[config.mk]
export PLATFORM = sky130hd
export DESIGN_NAME = enemy_fire_ctrl
export DESIGN_NICKNAME = d
export VERILOG_FILES = /design/src/rtl/enemy_fire_pkg.sv /design/src/rtl/lfsr16.sv /design/src/rtl/enemy_fire_ctrl.sv
export SDC_FILE = /design/constraint.sdc
export NUM_CORES = 1
export LEC_CHECK = 0
export ABC_CLOCK_PERIOD_IN_PS = 3400
export CAP_MARGIN = 20
export CELL_PAD_IN_SITES_DETAIL_PLACEMENT = 1
export CELL_PAD_IN_SITES_GLOBAL_PLACEMENT = 1
export CORE_ASPECT_RATIO = 0.9
export CORE_MARGIN = 2
export CORE_UTILIZATION = 40
export DETAILED_ROUTE_END_ITERATION = 8
export GPL_TIMING_DRIVEN = 0
export PLACE_DENSITY_LB_ADDON = 0.05
export SYNTH_ARGS = -nofsm -noshare
export SYNTH_HDL_FRONTEND = slang
export SYNTH_SLANG_ARGS = --single-unit
[constraint.sdc]
create_clock -name clk -period 3.4 [get_ports clk]
set_input_delay 0.51 -clock clk [delete_from_list [all_inputs] [get_ports clk]]
set_output_delay 0.51 -clock clk [all_outputs]
set_load 0.02 [all_outputs]
[src/rtl/enemy_fire_pkg.sv]
// Shared types and constants for the enemy fire controller and its LFSR.
package enemy_fire_pkg;

  typedef enum logic [2:0] {
    IDLE_ST,
    COOLDOWN_ST,
    ARM_ST,
    FLIGHT_ST,
    DONE_ST
  } fire_state_t;

  localparam int unsigned LFSR_W = 16;
  // Galois mask for x^16 + x^14 + x^13 + x^11 + 1 (right-shifting form)
  localparam logic [LFSR_W-1:0] LFSR_TAPS = 16'hB400;

  localparam int unsigned CNT_W  = 8;
  localparam int unsigned SHOT_W = 4;
  localparam int unsigned RAND_W = 5;

  function automatic logic [SHOT_W-1:0] sat_inc(input logic [SHOT_W-1:0] v);
    return (&v) ? v : v + SHOT_W'(1);
  endfunction

endpackage

[src/rtl/lfsr16.sv]
// Free-running 16-bit Galois LFSR; a nonzero seed keeps it out of the all-zero lockup.
module lfsr16
  import enemy_fire_pkg::*;
#(
  parameter logic [LFSR_W-1:0] SEED = 16'hACE1
) (
  input  logic              clk,
  input  logic              resetN,
  output logic [LFSR_W-1:0] state
);

  always_ff @(posedge clk or negedge resetN) begin
    if (!resetN) state <= SEED;
    else         state <= (state >> 1) ^ (state[0] ? LFSR_TAPS : '0);
  end

endmodule

[src/rtl/enemy_fire_ctrl.sv]
// Enemy (pig) fire initiator: cooldown, arm/approve, flight tracking and shot budget.
// Optional macro ENEMY_FIRE_JITTER_EN adds 0..15 random frames to every cooldown reload.
module enemy_fire_ctrl
  import enemy_fire_pkg::*;
#(
  parameter int unsigned       COOLDOWN_FRAMES    = 60,
  parameter int unsigned       ARM_TIMEOUT_FRAMES = 4,
  parameter int unsigned       MAX_SHOTS          = 8,
  parameter logic [LFSR_W-1:0] LFSR_SEED          = 16'hACE1
) (
  input  logic                     clk,
  input  logic                     resetN,
  input  logic                     startOfFrame,
  input  logic                     preGame,
  input  logic                     levelStart,
  input  logic                     shooting,
  input  logic                     collision,
  output logic                     timer,
  output logic                     fire,
  output logic signed [RAND_W-1:0] randomValue,
  output logic [SHOT_W-1:0]        shotsFired,
  output logic [SHOT_W-1:0]        hitCount,
  output logic                     busy
);

  fire_state_t               state, state_nxt;
  logic [CNT_W-1:0]          cnt, cnt_nxt, reload_c;
  logic signed [RAND_W-1:0]  rand_nxt;
  logic [SHOT_W-1:0]         shots_nxt, hits_nxt;
  logic                      hit_seen, hit_seen_nxt;
  logic [LFSR_W-1:0]         lfsr;
  logic                      lfsr_unused;

  lfsr16 #(.SEED(LFSR_SEED)) u_lfsr (
    .clk    (clk),
    .resetN (resetN),
    .state  (lfsr)
  );

`ifdef ENEMY_FIRE_JITTER_EN
  assign reload_c    = CNT_W'(COOLDOWN_FRAMES) + CNT_W'(lfsr[7:4]);
  assign lfsr_unused = ^lfsr[15:8];
`else
  assign reload_c    = CNT_W'(COOLDOWN_FRAMES);
  assign lfsr_unused = ^lfsr[15:4];
`endif

  always_ff @(posedge clk or negedge resetN) begin
    if (!resetN) begin
      state       <= IDLE_ST;
      cnt         <= '0;
      randomValue <= '0;
      shotsFired  <= '0;
      hitCount    <= '0;
      hit_seen    <= 1'b0;
      timer       <= 1'b0;
      fire        <= 1'b0;
      busy        <= 1'b0;
    end else begin
      state       <= state_nxt;
      cnt         <= cnt_nxt;
      randomValue <= rand_nxt;
      shotsFired  <= shots_nxt;
      hitCount    <= hits_nxt;
      hit_seen    <= hit_seen_nxt;
      // Approval and busy follow the state being entered, so they are registered yet on time
      timer       <= (state_nxt == ARM_ST);
      fire        <= (state_nxt == ARM_ST);
      busy        <= (state_nxt == ARM_ST) || (state_nxt == FLIGHT_ST);
    end
  end

  always_comb begin
    state_nxt    = state;
    cnt_nxt      = cnt;
    rand_nxt     = randomValue;
    shots_nxt    = shotsFired;
    hits_nxt     = hitCount;
    hit_seen_nxt = hit_seen;

    if (levelStart) begin
      shots_nxt = '0;
      hits_nxt  = '0;
      if (!preGame) begin
        state_nxt = COOLDOWN_ST;
        cnt_nxt   = reload_c;
      end else begin
        state_nxt = IDLE_ST;
        cnt_nxt   = '0;
      end
    end else if (preGame) begin
      state_nxt = IDLE_ST;
    end else begin
      unique case (state)
        IDLE_ST: begin
          state_nxt = COOLDOWN_ST;
          cnt_nxt   = reload_c;
        end
        COOLDOWN_ST: begin
          // Expiry waits for any previous projectile to clear before arming
          if (cnt == '0) begin
            if (!shooting) begin
              if ((MAX_SHOTS != 0) && (shotsFired == SHOT_W'(MAX_SHOTS))) begin
                state_nxt = DONE_ST;
              end else begin
                rand_nxt  = {1'b0, lfsr[3:0]};
                cnt_nxt   = CNT_W'(ARM_TIMEOUT_FRAMES);
                state_nxt = ARM_ST;
              end
            end
          end else if (startOfFrame) begin
            cnt_nxt = cnt - CNT_W'(1);
          end
        end
        ARM_ST: begin
          if (shooting) begin
            shots_nxt    = sat_inc(shotsFired);
            hit_seen_nxt = 1'b0;
            state_nxt    = FLIGHT_ST;
          end else if (cnt == '0) begin
            cnt_nxt   = reload_c;
            state_nxt = COOLDOWN_ST;
          end else if (startOfFrame) begin
            cnt_nxt = cnt - CNT_W'(1);
          end
        end
        FLIGHT_ST: begin
          if (collision && !hit_seen) begin
            hits_nxt     = sat_inc(hitCount);
            hit_seen_nxt = 1'b1;
          end
          // Entered with shooting high, so the first low cycle is the falling edge
          if (!shooting) begin
            cnt_nxt   = reload_c;
            state_nxt = COOLDOWN_ST;
          end
        end
        DONE_ST: state_nxt = DONE_ST;
        default: state_nxt = IDLE_ST;
      endcase
    end
  end

endmodule
# After elaboration in Yosys (flattened, before gate mapping)
# Cells that the tools add are included.
[totals] ff_bits=42 in_bits=7 out_inout_bits=16 elab_cells=86
[op_classes] eq_ne=16 n_addsub=3 n_mux=35 reduce_logical=18 n_bitwise=5
[op_table] cell="2-to-1 mux 8 bit" count=9
[op_table] cell="2-to-1 mux 4 bit" count=10
[op_table] cell="one-hot mux 8 bit (4 select lines)" count=1
[op_table] cell="2-to-1 mux 3 bit" count=8
[op_table] cell="2-to-1 mux 16 bit" count=1
[op_table] cell="AND reduction 4 bit" count=4
[op_table] cell="bitwise XOR 15 x 16 -> 16 bit" count=1
[op_table] cell="one-hot mux 3 bit (5 select lines)" count=1
[op_table] cell="equality test 3 x 2 -> 1 bit, second input constant" count=4
[op_table] cell="AND reduction 6 bit" count=2
[op_table] cell="nonzero test 2 bit" count=5
[op_table] cell="adder 4 x 1 -> 4 bit, second input constant" count=2
[op_table] cell="zero test 8 bit" count=1
[op_table] cell="inequality test 2 bit, second input constant" count=4
[op_table] cell="inequality test 4 bit, second input constant" count=2
[op_table] cell="subtractor 8 x 1 -> 8 bit, second input constant" count=1
[op_table] cell="2-to-1 mux 6 bit" count=1
[op_table] cell="inequality test 3 bit, second input constant" count=2
[op_table] cell="AND reduction 5 bit" count=1
[op_table] cell="nonzero test 5 bit" count=1
[op_table] cell="equality test 4 bit, second input constant" count=1
[op_table] cell="inverter 1 bit" count=4
[op_table] cell="equality test 3 x 1 -> 1 bit, second input constant" count=1
[op_table] cell="equality test 3 bit, second input constant" count=1
[op_table] cell="other kinds (7)" count=9

# Longest topological paths before layout
# Gate-level depths: netlist of the first run.
[depth] ltp_word=9 depth_mapped=7 depth_no_buf=6

# By module
# Synthesis of the first run repeated with hierarchy kept, for this count alone.
[unflattened] cells_unflattened=186 area_unflattened_um2=1979.4
[modules_own_cells] module="enemy_fire_ctrl" n_inst=1 cells_each=167 area_each_um2=1542.7 seq_area_each_um2=650.6
[modules_own_cells] module="lfsr16" n_inst=1 cells_each=19 area_each_um2=436.7 seq_area_each_um2=410.4

# Least setup slack after synthesis of the first run
# OpenSTA, ideal clock, no wires.
[synth_timing] path_kind="reg2reg" start="register cnt[0]" end="register randomValue[0]" t_required_ps=3275 setup_time_ps=125 path_buffers=1 path_slack_ps=1433 period_less_slack_ps=1967 stages_incl_launch_ff=8 arrival_time_ps=1842 path_cell_list="dfrtp_1 inv_1 ha_1 or3b_2 nor2_8 and3_1 buf_6 mux2_4"
[synth_between] elab_chain_len=2
[synth_lines] item="start, declared" line="enemy_fire_ctrl.sv:27" source="logic [CNT_W-1:0] cnt, cnt_nxt, reload_c;"
[synth_lines] item="start signal, assigned" line="enemy_fire_ctrl.sv:61" source="cnt <= cnt_nxt;"
[synth_lines] item="zero test 8 bit" line="enemy_fire_ctrl.sv:101" source="if (cnt == '0) begin"
[synth_lines] item="AND reduction 6 bit (no source line)"
[synth_lines] item="end signal, assigned" line="enemy_fire_ctrl.sv:62" source="randomValue <= rand_nxt;"
[synth_lines] item="end, declared" line="enemy_fire_ctrl.sv:20" source="output logic signed [RAND_W-1:0] randomValue,"
# No other way between the ends.
# A chain may end at the register's enable or synchronous reset.

# Worst setup path in the final report of the first run
[layout_timing] start="register cnt[0]" end="register cnt[1]"
[layout_between] elab_chain_len=7 elab_cells_between_ends=12 cone_classes="add/sub: 1; eq/ne: 2; mux: 7; reduce/logical: 2"
[layout_lines] item="subtractor 8 x 1 -> 8 bit" line="enemy_fire_ctrl.sv:112, enemy_fire_ctrl.sv:124"
[layout_lines] item="2-to-1 mux 8 bit" line="enemy_fire_ctrl.sv:111, enemy_fire_ctrl.sv:123"
[layout_lines] item="2-to-1 mux 8 bit" line="enemy_fire_ctrl.sv:120" source="end else if (cnt == '0) begin"
[layout_lines] item="2-to-1 mux 8 bit" line="enemy_fire_ctrl.sv:116" source="if (shooting) begin"
[layout_lines] item="one-hot mux 8 bit (4 select lines)" line="enemy_fire_ctrl.sv:94" source="unique case (state)"
[layout_lines] item="2-to-1 mux 8 bit" line="enemy_fire_ctrl.sv:91" source="end else if (preGame) begin"
[layout_lines] item="2-to-1 mux 8 bit" line="enemy_fire_ctrl.sv:81" source="if (levelStart) begin"
# Parallel ways exist; a longest one is shown, timed or not. The select of a mux whose other input is x is not followed.

==> summary.md, run 1 <==
| Metric | Value |
|---|---|
| Synth Area in Simple Gates | about a fifth |
| Row count | 24 |
| PwrDens | about 380 mW/mm2 |
| Pre-CTS setup slack | 0.9766 ns |
| Class of the worst hold path | primary input to asynchronous set/reset pin |
| Tmin final | approximately 2.2 ns |
| Vias in the first global route | between 1.5k and 2k |
| Critical Path Fanout Max | 5 |
| Antenna violations before repair | 0 |
| Slowest CP cell | nor3b_1 |
| VDD IR max | ~0.00018 V |
| Worst flop-to-flop path endpoint | cnt[1]$_DFFE_PN0P_ |
| Post-Layout Cell Count | between 200 and 300 |
| Post-Synthesis Cells | between 150 and 200 |
| 1st-pass router iterations | 4 |
| Die ar. | 0.005719 mm2 |
| ANT cells | 0 |
| Core Area | around 0.0049 mm2 |
| Flop pwr share | a little under three fifths |
| Combinational share of power | roughly a tenth |
| Vias | between 1.5k and 2k |
| Sink Count | 42 |
| Rel. slew slack | a little under three fifths |
| Post-DP HPWL | roughly 3400 um |
| Port bufs | 20 |
| Placed instance count | around 270 |
| Post_cts resized | 0 |
| Ys async rst share | between 90% and 100% |
| Clk_skew | around 0.0092 ns |
| Total negative slack | 0 ns |
| Max Slew Vio Count | 0 |
| Int Power | ~0.69 mW |
| Post-Synthesis Net Count | just under 200 |
| Dominant combinational cell family by area after synthesis | simple AND/OR/NAND/NOR gates |
| Final hold vios | 0 |
| # nets final | approximately 230 |
| Synth Register Bits | 42 |
| Ys Warns | 0 |
| Largest net degree at the start of global routing | 27 |
| Area grow syn2layout | 18.66% |
| Cts hold-fix bufs | 0 |
| Synthesized area | 0.002052 mm2 |
| First-pass GRT wire length | a little under 8000 um |
| Post-synthesis xor/xnor area fraction | under 10% |
| Synth cell types | 49 |
| Gr usage total | ~18% |
| R2R depth | 6 |
| Reg2Reg Setup Slack | about 1.2 ns |
| CTS Buf Count | 5 |
| Yosys top cell by area | dfrtp_1 |
| Top-area cell type share of the netlist area | between 40% and 50% |
| Routed WL | approximately 4600 um |
| Sequential-to-total area share from yosys stat | slightly above 50% |
| Grt ovf | 0 |
| Wirelength per Cell | around 16 um |
| Die H | 71.95 um |
| Final worst slack | 1.174 ns |
| RD Place Congestion | 0.8506 |
| Drc violations | 0 |
| Number of flops mapped to enable cells by yosys | 0 |
| Die Width | ~79 um |
| Clk pwr share | between 30% and 40% |
| I/O pin total | 23 |
| Crit Path Class | flop to flop |
| Initial Util | a little over two fifths |
| Maximum clock path buffer count | 2 |
| Final hold slack | ~0.14 ns |
| Critical path endpoint category | flop |
| Crit share post-route | around two thirds |
| H-tree depth | 2 |
| Max_cap viols | 0 |
| CTS Root Buffer Type | clkbuf_8 |
| Critical Path, Cell by Cell | inv_1 > ha_1 > nor3b_1 > o2111ai_1 > o311ai_1 > a32o_1 |
| Post-synthesis mux area share | under 10% |
| Switching power | around 0.24 mW |
| Post-synthesis compound-gate area fraction | approximately an eighth |
| RSZ-0062 raised after global routing | no |
| Sw Ratio | between 20% and 30% |
| Worst skew pair latency | ~0.30 ns |
| Endpoints failing setup | 0 |
| Clk slew on worst S/H paths | approximately 0.080 ns |
| Final Power | 0.9343 mW |
| Postcts setup bufs | 0 |
| Status | finished clean |
| Critical Path Source Type | flop |
| Slowest Stage Delay on Critical Path | ~0.56 ns |
| Worst Tran Pin Value | between 0.6 and 0.7 ns |
| Dominant cells by area after synthesis | dfrtp_1 (41%), dfstp_2 (10%), ha_1 (3.0%) |
| Initial DRC count | 39 |
| Main flop type after synthesis | dfrtp_1 |
| Reg2Reg Launch Point | cnt[0]$_DFFE_PN0P_ |
| Layout cell share with drive strength beyond 1 | roughly 17% |
| Post-Synth Adder-Cell Area | around 3.0% |
| Post-synthesis area per instance | 10.97 um2 |
| Arr. time, crit path | 2.46 ns |
| Via-to-Cell Ratio | 5.431 |
| Routed Antenna Nets | 0 |
| Highest Clock Rate | approximately 450 MHz |
| Static leakage | 1.064 nW |
| TritonCTS clock tree | done |
| CP required | ~3.6 ns |
layout make-up:
type                       count  area (um2)
fill                         549        2460
sequential                    42        1061
multi-input combinational    127       897.1
timing repair buffer          21       215.2
tap                           65       81.33
clock buffer                   6       72.57
buffer                        12       71.32
inverter                       6       22.52
clock inverter                 2       13.76
kinds of logic after synthesis:
family / Yosys count
AND/OR/NAND/NOR: 70
flip-flops: 42
multiplexers: 7
XOR/XNOR: 8
other: 1
AO/OA/AOI/OAI: 36
buffers and inverters: 18
adder cells (fa/ha/maj): 5
sequential cells by signal, summed over array words and instances (netlist names):
name and flops:
busy 1, shotsFired 4, u_lfsr.state 16, cnt 8, hitCount 4, state 3, fire 1, hit_seen 1
randomValue 4
cell usage after synthesis, types with 3 or more instances:
| library cell | n |
|---|---|
| or3_1 | 3 |
| nor3_1 | 8 |
| buf_2 | 3 |
| mux2_4 | 4 |
| a21oi_1 | 9 |
| ha_1 | 5 |
| nor2b_1 | 4 |
| o21ai_0 | 6 |
| nand2b_1 | 4 |
| o31ai_1 | 3 |
| dfstp_2 | 8 |
| xor2_1 | 7 |
| nand2_1 | 6 |
| or2_2 | 3 |
| and3b_1 | 3 |
| nand3_1 | 8 |
| inv_1 | 6 |
| nor2_1 | 12 |
| nor4_1 | 5 |
| dfrtp_1 | 34 |
| mux2i_1 | 3 |
| nor3b_1 | 4 |
| clkbuf_1 | 4 |
per-layer routing:
layer | up-vias | track usage (%) | routed length [um]
li1 | 726 | - | -
met1 | 764 | 25.08 | 2248
met2 | 26 | 27.26 | 2066
met3 | 10 | 3.856 | 158
met4 | 0 | 7.854 | 98
met5 | - | 0 | 0
metrics by stage:
| step | utilization, % | instance area (um2) |
|---|---|---|
| finish | 49.74 | 2435 |
| global route | 49.74 | 2435 |
| CTS | 49.74 | 2435 |
| detailed placement | 47.98 | 2349 |
| floorplan | - | 2052 |
| global placement | 47.67 | 2333 |
worst max path at each step:
stage,startpoint,cells past startpoint,to
2_1_floorplan,cnt[0]$_DFFE_PN0P_,7,randomValue[0]$_DFFE_PN0P_
3_3_place_gp,resetN,1,shotsFired[0]$_DFFE_PN0P_
3_5_place_dp,startOfFrame,5,cnt[7]$_DFFE_PN0P_
4_1_cts,cnt[0]$_DFFE_PN0P_,6,cnt[0]$_DFFE_PN0P_
5_1_grt,cnt[0]$_DFFE_PN0P_,6,cnt[1]$_DFFE_PN0P_
6_report,cnt[0]$_DFFE_PN0P_,6,cnt[1]$_DFFE_PN0P_
critical path, delay by kind of cell (launching register included):
kind | cells | cell delay [ns]
DFF | 1 | 0.42
and+or+nand+nor | 1 | 0.56
buffers and inverters | 1 | 0.11
AOI/OAI and AO/OA | 3 | 0.88
adders and majority gates | 1 | 0.19
placed cells by master, fill, tap and decap left out, types with 3 or more instances in the layout:
master,instances
clkdlybuf4s50_1,19
buf_2,4
o31ai_1,3
xor2_1,7
nor3b_1,4
clkbuf_8,5
mux2i_1,3
or3_1,3
mux2_4,4
dfstp_2,8
nand3_1,8
nor2b_1,4
nor4_1,5
or2_2,3
nor3_1,8
and3b_1,3
clkbuf_1,5
a21oi_1,9
inv_1,6
nand2_1,6
o21ai_0,6
nand2b_1,4
dfrtp_1,34
ha_1,5
nor2_1,12
power by group through the flow:
stage	combinational [mW]	clock (mW)	sequential (mW)
CTS	0.0966	0.336	0.518
detailed placement	0.0960	0	0.527
global placement	0.0899	0	0.527
global route	0.107	0.356	0.520
finish	0.0955	0.321	0.518
floorplan	0.0584	0	0.525
Power figures use the tool's default switching activity.
==> inputs of run 2 (changes only) <==
Settings changed: ABC_CLOCK_PERIOD_IN_PS 3400 to 2210.
Clock period 3.4 ns to 2.21 ns, I/O delays scaled along.
==> run 2 against run 1 <==
Against the previous run: sequential share of layout area is 0.31 points lower; die area unchanged; final area is 0.72% higher.
==> summary.md, run 2 (same netlist as run 1, synthesis figures left out) <==
| Metric | Value |
|---|---|
| Status | finished clean (unchanged) |
| Total negative slack | 0 ns (unchanged) |
| Initial Util | 41.92% (unchanged) |
| Flop pwr share | 55.3% (was 55.5%) |
| TritonCTS clock tree | done (unchanged) |
| RD Place Congestion | 0.8506 (unchanged) |
| Crit Path Class | flop to flop (unchanged) |
| Initial DRC count | 41 (was 39) |
| Post-Layout Cell Count | 282 (was 281) |
| Max Slew Vio Count | 0 (unchanged) |
| Sw Ratio | 26.26% (was 26.22%) |
| Placed instance count | 273 (unchanged) |
| Combinational share of power | 10.4% (was 10.2%) |
| CP Buf/Inv Count | 2 (was 1) |
| Worst flop-to-flop path endpoint | randomValue[2]$_DFFE_PN0P_ (was cnt[1]$_DFFE_PN0P_) |
| Highest Clock Rate | 487.1 MHz (was 449.3 MHz) |
| Max_cap viols | 0 (unchanged) |
| Clk_skew | 0.01066 ns (was 0.009224 ns) |
| Layout cell share with drive strength beyond 1 | 17.51% (was 17.13%) |
| Rel. slew slack | 61.76% (was 56.49%) |
| Wirelength per Cell | 16.17 um (was 16.27 um) |
| Commonest cells after routing, fill and taps aside | dfrtp_1 (34), clkdlybuf4s50_1 (19), nor2_1 (12) (unchanged) |
| Postcts setup bufs | 0 (unchanged) |
| Post-DP HPWL | 3369 um (unchanged) |
| CTS Buf Count | 5 (unchanged) |
| Final hold vios | 0 (unchanged) |
| Area grow syn2layout | 19.51% (was 18.66%) |
| Biggest regs | u_lfsr.state (16), cnt (8) (unchanged) |
| CTS Root Buffer Type | clkbuf_8 (unchanged) |
| VDD IR max | 0.0002760 V (was 0.0001765 V) |
| WHS Endpoint | u_lfsr.state[8]$_DFF_PN0_ |
| Die ar. | 0.005719 mm2 (unchanged) |
| Slowest CP cell | or3b_4 (was nor3b_1) |
| R2R depth | 7 (was 6) |
| Final worst slack | 0.1572 ns (was 1.174 ns) |
| RSZ-0062 raised after global routing | no (unchanged) |
| Endpoints failing setup | 0 (unchanged) |
| Vias in the first global route | 1614 (was 1593) |
| Max FFs per register | 16 (unchanged) |
| Worst Tran Pin Value | 0.5683 ns (was 0.6512 ns) |
| Reg2Reg Launch Point | cnt[0]$_DFFE_PN0P_ (unchanged) |
| Via-to-Cell Ratio | 5.411 (was 5.431) |
| Antenna violations before repair | 0 (unchanged) |
| First-pass GRT wire length | 7886 um (was 7783 um) |
| Pre-CTS setup slack | -0.03492 ns (was 0.9766 ns) |
| Hold Crit Start | u_lfsr.state[9]$_DFF_PN0_ |
| Critical Path, Cell by Cell | inv_1 > ha_1 > or3b_4 > nor2_8 > and3_1 > buf_6 > mux2_4 (was inv_1 > ha_1 > nor3b_1 > o2111ai_1 > o311ai_1 > a32o_1) |
| Vias | 1526 (unchanged) |
| Drc violations | 0 (unchanged) |
| Maximum clock path buffer count | 2 (unchanged) |
| Core Area | 0.004895 mm2 (unchanged) |
| Die Width | 79.50 um (unchanged) |
| Reg2Reg Setup Slack | 0.16 ns (was 1.17 ns) |
| Switching power | 0.3788 mW (was 0.2450 mW) |
| Final hold slack | 0.3570 ns (was 0.1372 ns) |
| Int Power | 1.064 mW (was 0.6894 mW) |
| Critical path's top delay family | simple AND/OR/NAND/NOR gates (was compound AO/OA/AOI/OAI gates) |
| Static leakage | 1.071 nW (was 1.064 nW) |
| Sink Count | 42 (unchanged) |
| Routed Antenna Nets | 0 (unchanged) |
| Critical Path Source Type | flop (unchanged) |
| 1st-pass router iterations | 4 (unchanged) |
| Slowest Stage Delay on Critical Path | 0.44 ns (was 0.56 ns) |
| PwrDens | 588.3 mW/mm2 (was 383.7 mW/mm2) |
| Hold path cells | 0 |
| Largest net degree at the start of global routing | 27 (unchanged) |
| Grt ovf | 0 (unchanged) |
| I/O pin total | 23 (unchanged) |
| Routed WL | 4560 um (was 4571 um) |
| Critical path endpoint category | flop (unchanged) |
| Arr. time, crit path | 2.24 ns (was 2.46 ns) |
| Critical Path Fanout Max | 9 (was 5) |
| Clk pwr share | 34.3% (about the same) |
| Worst skew pair latency | 0.30 ns (about the same) |
| # nets final | 228 (was 227) |
| Class of the worst hold path | flop to flop (was primary input to asynchronous set/reset pin) |
| Most common cell after layout, fill and taps aside | dfrtp_1 (unchanged) |
| Die H | 71.95 um (unchanged) |
| Clk slew on worst S/H paths | 0.07 ns (was 0.08 ns) |
| CP required | 2.39 ns (was 3.63 ns) |
| Row count | 24 (unchanged) |
| Final Power | 1.443 mW (was 0.9343 mW) |
| Tmin final | 2.053 ns (was 2.226 ns) |
| Crit share post-route | 92.89% (was 65.47%) |
| ANT cells | 0 (unchanged) |
| Port bufs | 20 (unchanged) |
| Reg with most FFs | u_lfsr.state (unchanged) |
| H-tree depth | 2 (unchanged) |
| Gr usage total | 18.18% (was 17.99%) |
[run 2: worst max path at each step]
stage / start / end / slack, ns / cells after the start
after floorplan: cnt[0]$_DFFE_PN0P_ / randomValue[0]$_DFFE_PN0P_ / 0.24 / 7
after global placement: resetN / shotsFired[0]$_DFFE_PN0P_ / -0.24 / 1
after detailed placement: startOfFrame / cnt[7]$_DFFE_PN0P_ / -0.03 / 5
after CTS: cnt[0]$_DFFE_PN0P_ / randomValue[2]$_DFFE_PN0P_ / 0.02 / 7
after global routing: cnt[0]$_DFFE_PN0P_ / randomValue[0]$_DFFE_PN0P_ / 0.05 / 7
final: cnt[0]$_DFFE_PN0P_ / randomValue[2]$_DFFE_PN0P_ / 0.16 / 7
[run 2: power by group through the flow]
stage,Combinational [mW],Clock [mW],Sequential [mW]
2_1_floorplan,0.0899,0,0.807
3_3_place_gp,0.138,0,0.810
3_5_place_dp,0.148,0,0.811
4_1_cts,0.151,0.517,0.797
5_1_grt,0.168,0.547,0.800
6_report,0.151,0.495,0.797
[run 2: what timing repair did]
| item | CTS | global route |
|---|---|---|
| endpoints found under the hold margin | 14 | 0 |
| hold buffers | 1 | 0 |
| endpoints found under the setup margin | 3 | 5 |
| gates resized for setup | 1 | 1 |
[run 2: through the flow]
| step | instance area (um2) | util, % |
|---|---|---|
| after global placement | 2333 | 47.67 |
| after CTS | 2450 | 50.05 |
| after floorplan | 2052 | - |
| after global routing | 2452 | 50.10 |
| final | 2452 | 50.10 |
| after detailed placement | 2349 | 47.98 |
[run 2: per-layer routing]
layer / GRT usage (%) / part of all wire [%] / vias up
li1: - / - / 726
met1: 25.24 / 50 / 766
met2: 27.73 / 45 / 24
met3: 3.856 / 2.8 / 10
met4: 7.854 / 2.1 / 0
met5: 0 / 0 / -
[run 2: cell type report]
class | count | area [um2]
plain buffers | 12 | 71.32
clock buffers | 6 | 72.57
clock inverters | 2 | 13.76
fillers | 546 | 2442
inverters | 6 | 22.52
multi-input cells | 127 | 904.6
flip-flops and latches | 42 | 1061
well taps | 65 | 81.33
repair buffers | 22 | 225.2
==> inputs of run 3 (changes only) <==
Settings changed: DONT_BUFFER_PORTS set to 1.
==> run 3 against run 2 <==
Against the previous run: worst hold slack worse by 0.27 ns; register-to-register slack worse by 0.02 ns; count of clock-buffer cells in the layout down 1; die area unchanged; core utilization down 3.9 points; maximum frequency down 0.76%; clock skew down 0.0061 ns; clock power up 1%; flip-flop and latch count unchanged; power down 0.36%.
==> summary.md, run 3 (same netlist as run 1, synthesis figures left out) <==
| Metric | Value |
|---|---|
| Status | finished clean (unchanged) |
| Class of the worst hold path | primary input to flop (was flop to flop) |
| CP required | 2.40 ns (was 2.39 ns) |
| CTS Buf Count | 5 (unchanged) |
| Vias | 1422 (was 1526) |
| Sw Ratio | 26.55% (was 26.26%) |
| Critical Path Fanout Max | 4 (was 9) |
| ANT cells | 0 (unchanged) |
| Final worst slack | 0.1415 ns (was 0.1572 ns) |
| Layout cell share with drive strength beyond 1 | 20.30% (was 17.51%) |
| Drc violations | 0 (unchanged) |
| Max_cap viols | 0 (unchanged) |
| VDD IR max | 0.0003746 V (was 0.0002760 V) |
| 1st-pass router iterations | 4 (unchanged) |
| Clk slew on worst S/H paths | 0.08 ns (was 0.07 ns) |
| CTS Root Buffer Type | clkbuf_8 (unchanged) |
| Static leakage | 0.9959 nW (was 1.071 nW) |
| Clk_skew | 0.004554 ns (was 0.01066 ns) |
| Highest Clock Rate | 483.4 MHz (was 487.1 MHz) |
| Grt ovf | 0 (unchanged) |
| Routed Antenna Nets | 0 (unchanged) |
| Reg2Reg Launch Point | shotsFired[0]$_DFFE_PN0P_ (was cnt[0]$_DFFE_PN0P_) |
| Crit. path cell count | 7 (unchanged) |
| Rel. slew slack | 65.08% (was 61.76%) |
| Switching power | 0.3816 mW (was 0.3788 mW) |
| Worst flop-to-flop path endpoint | randomValue[3]$_DFFE_PN0P_ (was randomValue[2]$_DFFE_PN0P_) |
| Int Power | 1.056 mW (was 1.064 mW) |
| Post-DP HPWL | 3303 um (was 3369 um) |
| Wirelength per Cell | 17.39 um (was 16.17 um) |
| # nets final | 208 (was 228) |
| Placed Instance Area | 0.002133 mm2 (was 0.002349 mm2) |
| Pre-CTS setup slack | -0.04468 ns (was -0.03492 ns) |
| TritonCTS clock tree | done (unchanged) |
| Max FFs per register | 16 (unchanged) |
| Critical Path Source Type | flop (unchanged) |
| Largest net degree at the start of global routing | 43 (was 27) |
| RSZ-0062 raised after global routing | no (unchanged) |
| Most common cell after layout, fill and taps aside | dfrtp_1 (unchanged) |
| Final hold vios | 0 (unchanged) |
| Slowest CP cell | dfrtp_2 (was or3b_4) |
| Slowest Stage Delay on Critical Path | 0.46 ns (was 0.44 ns) |
| Tmin final | 2.069 ns (was 2.053 ns) |
| Reg with most FFs | u_lfsr.state (unchanged) |
| Core Area | 0.004895 mm2 (unchanged) |
| Hold Crit Start | preGame (was u_lfsr.state[9]$_DFF_PN0_) |
| Commonest cells after routing, fill and taps aside | dfrtp_1 (32), nor2_1 (12), a21oi_1 (9) (was dfrtp_1 (34), clkdlybuf4s50_1 (19), nor2_1 (12)) |
| Combinational share of power | 9.6% (was 10.4%) |
| Critical path's top delay family | simple AND/OR/NAND/NOR gates (unchanged) |
| Finished Cell Area | 0.002263 mm2 (was 0.002452 mm2) |
| Endpoints failing setup | 0 (unchanged) |
| First-pass GRT wire length | 7886 um (unchanged) |
| Reg2Reg Setup Slack | 0.14 ns (was 0.16 ns) |
| WHS Endpoint | state[0]$_DFF_PN0_ (was u_lfsr.state[8]$_DFF_PN0_) |
| Initial DRC count | 54 (was 41) |
| Crit share post-route | 93.60% (was 92.89%) |
| CP Buf/Inv Count | 2 (unchanged) |
| Worst skew pair latency | 0.30 ns (about the same) |
| Antenna violations before repair | 0 (unchanged) |
| Final Core Density | 46.24% (was 50.10%) |
| Clk pwr share | 35.0% (was 34.3%) |
| Total negative slack | 0 ns (unchanged) |
| Initial Util | 41.92% (unchanged) |
| Routed WL | 4555 um (was 4560 um) |
| Gr usage total | 18.00% (was 18.18%) |
| Die Width | 79.50 um (unchanged) |
| Critical Path, Cell by Cell | inv_1 > ha_1 > and3b_1 > nor4_1 > and3_1 > buf_6 > mux2_4 (was inv_1 > ha_1 > or3b_4 > nor2_8 > and3_1 > buf_6 > mux2_4) |
| R2R depth | 7 (unchanged) |
| Arr. time, crit path | 2.26 ns (was 2.24 ns) |
| PwrDens | 635.1 mW/mm2 (was 588.3 mW/mm2) |
| Via-to-Cell Ratio | 5.427 (was 5.411) |
| Worst Tran Pin Value | 0.5233 ns (was 0.5683 ns) |
| Fillers | 538 (was 546) |
| Maximum clock path buffer count | 2 (unchanged) |
| Final Power | 1.437 mW (was 1.443 mW) |
| Critical path endpoint category | flop (unchanged) |
| Vias in the first global route | 1549 (was 1614) |
| I/O pin total | 23 (unchanged) |
| Die H | 71.95 um (unchanged) |
| Area grow syn2layout | 10.30% (was 19.51%) |
| RD Place Congestion | 0.7879 (was 0.8506) |
| Die ar. | 0.005719 mm2 (unchanged) |
| Hold path cells | 1 (was 0) |
| Sink Count | 42 (unchanged) |
| Flop pwr share | 55.4% (was 55.3%) |
| Row count | 24 (unchanged) |
| Crit Path Class | flop to flop (unchanged) |
| H-tree depth | 2 (unchanged) |
| Max Slew Vio Count | 0 (unchanged) |
| Port bufs | 0 (was 20) |
| Biggest regs | u_lfsr.state (16), cnt (8) (unchanged) |
| Postcts setup bufs | 0 (unchanged) |
-- run 3: cell types whose count changed in the layout (fill, tap and decap cells not counted) --
| cell | change |
|---|---|
| dfrtp_2 | +2 |
| clkinvlp_4 | +1 |
| clkdlybuf4s50_1 | -19 |
| buf_2 | -1 |
| dfrtp_1 | -2 |
| clkbuf_1 | -1 |
-- run 3: area by class of cell --
| class | count | area [um2] | share of cell area (%) |
|---|---|---|---|
| Inverter | 6 | 22.52 | 0.9950 |
| Buffer | 12 | 71.32 | 3.151 |
| Tap cell | 65 | 81.33 | 3.593 |
| Sequential cell | 42 | 1064 | 46.99 |
| Clock buffer | 5 | 68.82 | 3.040 |
| Clock inverter | 3 | 21.27 | 0.9397 |
| Multi-Input combinational cell | 127 | 904.6 | 39.97 |
| Timing Repair Buffer | 2 | 30.03 | 1.327 |
-- run 3: power groups by stage --
| stage | Clock (mW) | Combinational (mW) | Sequential [mW] |
|---|---|---|---|
| after floorplan | 0 | 0.0899 | 0.807 |
| after global placement | 0 | 0.110 | 0.811 |
| after detailed placement | 0 | 0.115 | 0.812 |
| after CTS | 0.525 | 0.138 | 0.797 |
| after global routing | 0.560 | 0.154 | 0.800 |
| final | 0.502 | 0.138 | 0.797 |
-- run 3: per-layer routing --
layer	share of wire, %	routed length [um]	track usage, %	vias up
met4	1.3	57	4.789	0
met2	45	2027	26.05	25
li1	-	-	-	685
met5	0	0	0	-
met3	4.1	185	5.970	6
met1	50	2285	26.08	706
-- run 3: how the worst max path moves through the flow --
stage | from | to | slack [ns]
2_1_floorplan | cnt[0]$_DFFE_PN0P_ | randomValue[0]$_DFFE_PN0P_ | 0.24
3_3_place_gp | cnt[0]$_DFFE_PN0P_ | randomValue[3]$_DFFE_PN0P_ | 0.09
3_5_place_dp | cnt[0]$_DFFE_PN0P_ | cnt[0]$_DFFE_PN0P_ | -0.04
4_1_cts | cnt[0]$_DFFE_PN0P_ | randomValue[0]$_DFFE_PN0P_ | 0.03
5_1_grt | shotsFired[0]$_DFFE_PN0P_ | randomValue[1]$_DFFE_PN0P_ | 0.01
6_report | shotsFired[0]$_DFFE_PN0P_ | randomValue[3]$_DFFE_PN0P_ | 0.14
-- run 3: stage by stage --
| step | hold slack, ns | instances |
|---|---|---|
| floorplan | 0.03591 | 187 |
| global placement | 0.03717 | 252 |
| detailed placement | 0.03724 | 252 |
| CTS | 0.07539 | 262 |
| global route | 0.07055 | 262 |
| finish | 0.08548 | 262 |
-- run 3: what timing repair did --
action	CTS	global route
cloned	0	0
resized for setup	1	3
setup endpoints to repair	6	7
endpoints found under the hold margin	42	0
hold buffers	2	0
